**src/rtl/uart_rx_axis_bridge.sv**
```systemverilog
// UART receive byte stream to AXI4-Stream bridge.
// A one-byte staging register holds the newest byte. Its tlast flag is decided
// when the next byte arrives or when the idle timer expires. Staged bytes are
// pushed into a {last, data} FIFO that drives the AXIS master port.
module uart_rx_axis_bridge #(
  parameter int unsigned DATA_BITS    = 8,
  parameter int unsigned FIFO_DEPTH   = 16,
  parameter int unsigned PKT_LEN      = 16,
  parameter int unsigned IDLE_TIMEOUT = 20000
) (
  input  logic                          clk,
  input  logic                          rst,
  input  logic [DATA_BITS-1:0]          rx_data,
  input  logic                          rx_valid,
  output logic [DATA_BITS-1:0]          m_axis_tdata,
  output logic                          m_axis_tvalid,
  input  logic                          m_axis_tready,
  output logic                          m_axis_tlast,
  output logic [$clog2(FIFO_DEPTH):0]   fifo_level,
  output logic                          overflow,
  input  logic                          ovf_clr
);

  localparam int unsigned AW = $clog2(FIFO_DEPTH);
  localparam int unsigned LW = AW + 1;
  localparam int unsigned CW = (PKT_LEN > 1) ? $clog2(PKT_LEN) : 1;
  localparam int unsigned TW = $clog2(IDLE_TIMEOUT);

  localparam logic [LW-1:0] FULL_LVL = LW'(FIFO_DEPTH);
  localparam logic [CW-1:0] CNT_LAST = CW'(PKT_LEN - 1);
  localparam logic [TW-1:0] TMR_LAST = TW'(IDLE_TIMEOUT - 1);

  logic [DATA_BITS:0]   mem [FIFO_DEPTH];
  logic [AW-1:0]        wr_ptr;
  logic [AW-1:0]        rd_ptr;
  logic [DATA_BITS:0]   head;

  logic [DATA_BITS-1:0] stg_data;
  logic                 stg_valid;
  logic [CW-1:0]        byte_cnt;
  logic [TW-1:0]        timer;

  logic case_a;
  logic case_b;
  logic case_c;
  logic push_req;
  logic push_last;
  logic pop;
  logic push_ok;
  logic drop;

  // Classify the cycle into push events and decide FIFO accept/drop.
  always_comb begin
    case_a    = rx_valid & stg_valid;
    case_b    = rx_valid & ~stg_valid;
    case_c    = ~rx_valid & stg_valid & (timer == TMR_LAST);
    push_req  = case_a | case_c;
    push_last = case_c | (byte_cnt == CNT_LAST);
    pop       = m_axis_tvalid & m_axis_tready;
    push_ok   = push_req & ((fifo_level != FULL_LVL) | pop);
    drop      = push_req & ~push_ok;
  end

  // Staging register, packet byte counter and idle timer.
  // byte_cnt advances on every push request, dropped or not, so that packet
  // framing follows the input stream rather than what the FIFO accepted.
  always_ff @(posedge clk or posedge rst) begin
    if (rst) begin
      stg_data  <= '0;
      stg_valid <= 1'b0;
      byte_cnt  <= '0;
      timer     <= '0;
    end else begin
      if (case_a) begin
        stg_data <= rx_data;
        byte_cnt <= push_last ? '0 : byte_cnt + CW'(1);
        timer    <= '0;
      end else if (case_b) begin
        stg_data  <= rx_data;
        stg_valid <= 1'b1;
        timer     <= '0;
      end else if (case_c) begin
        stg_valid <= 1'b0;
        byte_cnt  <= '0;
        timer     <= '0;
      end else if (stg_valid) begin
        timer <= timer + TW'(1);
      end else begin
        timer <= '0;
      end
    end
  end

  // FIFO storage; contents need no reset because fifo_level gates the output.
  always_ff @(posedge clk) begin
    if (push_ok) begin
      mem[wr_ptr] <= {push_last, stg_data};
    end
  end

  // FIFO pointers and occupancy.
  always_ff @(posedge clk or posedge rst) begin
    if (rst) begin
      wr_ptr     <= '0;
      rd_ptr     <= '0;
      fifo_level <= '0;
    end else begin
      if (push_ok) begin
        wr_ptr <= wr_ptr + AW'(1);
      end
      if (pop) begin
        rd_ptr <= rd_ptr + AW'(1);
      end
      case ({push_ok, pop})
        2'b10:   fifo_level <= fifo_level + LW'(1);
        2'b01:   fifo_level <= fifo_level - LW'(1);
        default: fifo_level <= fifo_level;
      endcase
    end
  end

  // Sticky overflow flag; a drop in the same cycle as a clear keeps it set.
  always_ff @(posedge clk or posedge rst) begin
    if (rst) begin
      overflow <= 1'b0;
    end else if (drop) begin
      overflow <= 1'b1;
    end else if (ovf_clr) begin
      overflow <= 1'b0;
    end
  end

  // AXIS outputs come from the head entry and are forced to zero while empty.
  always_comb begin
    head          = mem[rd_ptr];
    m_axis_tvalid = (fifo_level != '0);
    m_axis_tdata  = m_axis_tvalid ? head[DATA_BITS-1:0] : '0;
    m_axis_tlast  = m_axis_tvalid & head[DATA_BITS];
  end

endmodule

```
**config.mk**
```make
export PLATFORM = sky130hd
export DESIGN_NAME = uart_rx_axis_bridge
export DESIGN_NICKNAME = d
export VERILOG_FILES = /design/src/rtl/uart_rx_axis_bridge.sv
export SDC_FILE = /design/constraint.sdc
export NUM_CORES = 1
export LEC_CHECK = 0
export BUFFER_PORTS_ARGS = -buffer_cell sky130_fd_sc_hd__buf_2
export CAP_MARGIN = 25
export CORE_MARGIN = 2
export CORE_UTILIZATION = 55
export DETAILED_ROUTE_END_ITERATION = 7
export GPL_TIMING_DRIVEN = 0
export PLACE_DENSITY_LB_ADDON = 0.25
export SYNTH_ARGS = -nofsm -noshare
export SYNTH_HDL_FRONTEND = slang
export SYNTH_SLANG_ARGS = --single-unit
```
**constraint.sdc**
```tcl
create_clock -name clk -period 4.5 [get_ports clk]
set_clock_uncertainty 0.1 [all_clocks]
set_input_delay 0.225 -clock clk [delete_from_list [all_inputs] [get_ports clk]]
set_output_delay 0.225 -clock clk [all_outputs]
set_load 0.03 [all_outputs]
```
# Word-level counts from Yosys, hierarchy flattened
# Memories as Yosys holds them, arrays and structs flattened.
# Index checks and enable logic that the tools add are counted.
dict set report word_totals {
  ff_bits 42
  ramBits 144
  in_bits 13
  out_inout_bits 16
  elab_cells 62
  memories 1
}
# name depth width read_ports rd_clocked_by_memory_dff wr line_no
set mem_list {}
lappend mem_list {mem 16 9 1 0 1 33} ;# logic [DATA_BITS:0] mem [FIFO_DEPTH];
dict set report classes {
  addsub 6
  eq_ne 6
  muxes 18
  n_bitwise 15
  n_reduce_logical 8
}
# operator count
set op_table {}
lappend op_table {{$mux W15} 4}
lappend op_table {{$mux W8} 3}
lappend op_table {{$mux W4} 4}
lappend op_table {{$add A15 B1 Y15 const B} 1}
lappend op_table {{$eq A15 B15 Y1 const B} 1}
lappend op_table {{$add A4 B1 Y4 const B} 3}
lappend op_table {{$pmux W5 S2} 1}
lappend op_table {{$reduce_bool A2 Y1} 5}
lappend op_table {{$and A1 B1 Y1} 8}
lappend op_table {{$mux W1} 6}
lappend op_table {{$add A5 B1 Y5 const B} 1}
lappend op_table {{$ne A5 B5 Y1 const B} 1}
lappend op_table {{$reduce_bool A5 Y1} 1}
lappend op_table {{$sub A5 B1 Y5 const B} 1}
lappend op_table {{$eq A4 B4 Y1 const B} 1}
lappend op_table {{$not A1 Y1} 4}
lappend op_table {{$reduce_and A2 Y1} 2}
lappend op_table {{$or A1 B1 Y1} 3}
lappend op_table {{$eq A2 B1 Y1 const B} 1}
lappend op_table {{$eq A2 B2 Y1 const B} 1}
lappend op_table {{$ne A2 B2 Y1 const B} 1}

# Logic depth before layout (Yosys ltp)
dict set report logic_depth {
  ltp_word 8
  mapped_depth 10
  depth_no_buf 9
}

# Worst setup path after synthesis
# Ideal clock, no wire load.
dict set report synth_timing {
  path_type {flip-flop to flip-flop}
  startpoint {reg timer[5]}
  endpoint {mem mem[12][0] (netlist bit), enable pin}
  setup_time_ns 0.374
  arrival_time_ns 2.265
  t_required_ns 4.026
  path_slack_ns 1.761
  stages_incl_launch_ff 8
  n_path_buf 2
  period_less_slack_ns 2.739
  path_cell_list {dfrtp_1 > or4_1 > o41a_1 > buf_6 > nor2b_4 > buf_6 > nand3_1 > nor2_1}
}
dict set report synth_between {
  elab_chain_len 6
}
# element line_no
set synth_rtl {}
lappend synth_rtl {{start: declaration} 41} ;# logic [TW-1:0] timer;
lappend synth_rtl {{start signal: assignment} 87} ;# timer <= timer + TW'(1);
lappend synth_rtl {{$eq A15 B15 Y1} 56} ;# case_c = ~rx_valid & stg_valid & (timer == TMR_LAST);
lappend synth_rtl {{$and A1 B1 Y1} 56}
lappend synth_rtl {{$or A1 B1 Y1} 57} ;# push_req = case_a | case_c;
lappend synth_rtl {{$and A1 B1 Y1} 60} ;# push_ok = push_req & ((fifo_level != FULL_LVL) | pop);
lappend synth_rtl {{$mux W1} 96} ;# if (push_ok) begin
lappend synth_rtl {{$mux W1 (implied by the code)} 97} ;# mem[wr_ptr] <= {push_last, stg_data};
lappend synth_rtl {{end: declaration} 33}
# Every way passes these cells.

# Worst setup path in the final report
dict set report layout_timing {
  startpoint {reg rd_ptr[1]}
  endpoint {out m_axis_tdata[4]}
}
dict set report layout_between {
  elab_chain_len 2
}
# element line_no
set layout_rtl {}
lappend layout_rtl {{start: declaration} 35} ;# logic [AW-1:0] rd_ptr;
lappend layout_rtl {{start signal: assignment} 112} ;# rd_ptr <= rd_ptr + AW'(1);
lappend layout_rtl {{$mem_v2 Z16 W9} n/a}
lappend layout_rtl {{$mux W8} 137} ;# m_axis_tdata = m_axis_tvalid ? head[DATA_BITS-1:0] : '0;
lappend layout_rtl {{end: declaration} 15} ;# output logic [DATA_BITS-1:0] m_axis_tdata,
# Every way passes these cells.

==> reports/qor.txt <==
Status: finished, final reports clean
CTS tree: yes
Port Buf Inserts: 28
Post-cts sizing count: 0
Yosys cell types: 44
Hold Crit Start: rx_valid
Total Power: 5250 uW
Crit path largest cell delay: 0.63 ns
Net count, final: 494
Vias in the first global route: 3919
Top-Level Pins: 29
Number of synthesized flops with an enable pin: 144
Routed WL per cell: 22.2 um
Largest family of logic cells by synthesized area: multiplexers
CTS max path bufs: 2
Total grt overflow: 0
DRT iter0 DRCs: 326
Antenna viol nets, final: 0
Post-synthesis compound-gate area fraction: 1.45%
Adder-Cell Fraction of Synth Area: 1.32%
Wirelength, routed: 14700 um
Worst-path clk slew: 0.06 ns
Synth Instances: 415
Core area: 13300 sq um
Synth Flop Type: edfxtp_1
Final setup viols: 0
First-pass GRT wire length: 22700 um
Post-DP HPWL: 9290 um
Synth top cells by count: edfxtp_1, mux4_2, dfrtp_1
Crit end category: primary output
Mean Syn Cell Area: 18.3 sq um
Crit path arrival time: 3.27 ns
TritonCTS sink count: 186
Asr flop ratio synth: 22.6%
Count leader, synth: edfxtp_1
Synth area leader: edfxtp_1
Share of the synthesized area in the top cell type: 56.9%
Initial antenna violation count: 0
Final Hold Viols: 0
Core Rows: 42
Yosys warns: 0
CP Class: reg2out
Yosys reg bits: 186
Worst setup path start: rd_ptr[1]
Total track usage: 21.8%
Net count after synthesis: 436
Launch point of the worst reg-to-reg path: timer[5]
Pwr dens: 610 nW/um^2
Type of origin of the critical path: flip-flop
Min Tclk post-route: 3.59 ns
Worst path slowest cell: clkbuf_1
Lkg Pwr: 0.00299 uW
Post-Synth XOR/XNOR Area: 2.77%
Fin crit share: 79.8%
Full die area: 14800 sq um
Die Height: 122 um
Cts hold-fix bufs: 10
Clk Latency, worst-skew pair: 0.43 ns
Worst-margin pin slew: 0.898 ns
Vias/cell: 5.80
Ant. Diodes: 0
Largest net degree at the start of global routing: 43
F_max: 279 MHz
TritonCTS Buffers: 17
Sequential-to-total area share from yosys stat: 70.7%
Post-CTS setup buffer count: 0
Max-cap viol count: 0
Drc violations: 0
Post-synthesis simple-gate area fraction: 7.28%
Clk root buf: clkbuf_16
Critical Path RT: 4.18 ns
Layout area overhead: 13.3%
Peak VDD IR: 263 uV
RSZ-0062 raised after global routing: no
DR vias: 3833
CP max FO: 10
Layout cells sized above 1: 24.1%
Mapped cell area: 7600 sq um
Setup TNS: 0 ns
Initial Util: 56.9%
Critical path, cell by cell: clkbuf_1 > clkbuf_1 > mux4_2 > mux4_2 > nor2b_1 > buf_2
Synth top area cells: edfxtp_1, dfrtp_1, mux4_2, xnor2_1, ha_1
Die X: 122 um
DRT Pass-1 Iters: 4
Worst min-delay path class: in2reg
H-tree levels: 4
Gp weighted congestion: 0.775
Slew HR: 39.9%
Mux cell area share after synthesis: 14.8%
Number of max-slew violations in the final report: 0
[metal layers]
metal,part of all wire (%),routed length (um),global-route usage [%]
met5,0,0,0
met1,42,6150,30.0
met4,1.9,274,8.19
met2,50,7390,35.1
met3,5.8,845,4.49
[layout by cell type, fill, tap and decap left out, drive strengths merged, types with 10 or more instances in the layout]
cell         count
and2            12
nor2            23
nand2           15
nor2b           12
edfxtp         144
clkbuf          26
xnor2           14
dlygate4sd3     10
mux4            45
buf             38
inv             12
xor2            10
dfrtp           42
[registers in the layout (all words and copies together) (netlist names), 4 cells and up]
signal and cells:
mem 144, timer 15, stg_data 8, fifo_level 5, byte_cnt 4, rd_ptr 4
wr_ptr 4
[cell type report]
class | instances | area [sq um]
plain buffers | 16 | 80.1
clock buffers | 19 | 433
clock inverters | 12 | 108
fillers | 957 | 4740
inverters | 12 | 45.0
multi-input cells | 201 | 2100
flip-flops and latches | 186 | 5380
well taps | 176 | 220
repair buffers | 39 | 248
[power breakdown]
| group | switching [uW] | total, uW | internal (uW) |
|---|---|---|---|
| combinational | 891 | 1600 | 712 |
| sequential | 161 | 2250 | 2090 |
| clock | 594 | 1390 | 800 |
| total | 1650 | 5250 | 3600 |
[critical path, delay by kind of cell (launching register included)]
family,cells,cell delay (ns)
buffers and inverters,3,1.44
AND/OR/NAND/NOR,1,0.15
flip-flops,1,0.37
multiplexers,2,0.88
[logic make-up (layout without fill, tap and decap cells)]
family / Yosys count / after routing
AO/OA/AOI/OAI: 15 / 15
XOR/XNOR: 24 / 24
adder cells (fa/ha/maj): 8 / 8
buffers and inverters: 28 / 98
flip-flops: 186 / 186
multiplexers: 55 / 55
AND/OR/NAND/NOR: 99 / 99
[stage by stage]
stage               instance area [sq um]  hold slack [ns]  std cells  setup WS (ns)  util (%)
finish                               8610           0.0305        661          0.910      64.5
global route                         8610           0.0585        661          0.801      64.5
CTS                                  8610          0.00316        661          0.852      64.5
detailed placement                   7970            0.328        620           1.30      59.7
global placement                     7960            0.321        619           1.29      59.6
floorplan                            7600            0.234        415           1.76         -
[worst paths after layout]
check | endpoint | slack [ns] | depth (start not counted)
setup / recovery | m_axis_tdata[4] | 0.91 | 6
hold / removal | byte_cnt[3] | 0.03 | 3
setup reg to reg | mem[15][2] | 1.32 | 7
hold reg to reg | byte_cnt[3] | 0.38 | 1
max in group asynchronous | stg_data[4] | 3.31 | 3
min in group asynchronous | overflow | 0.43 | 3
(Power assumes the default switching activity.)
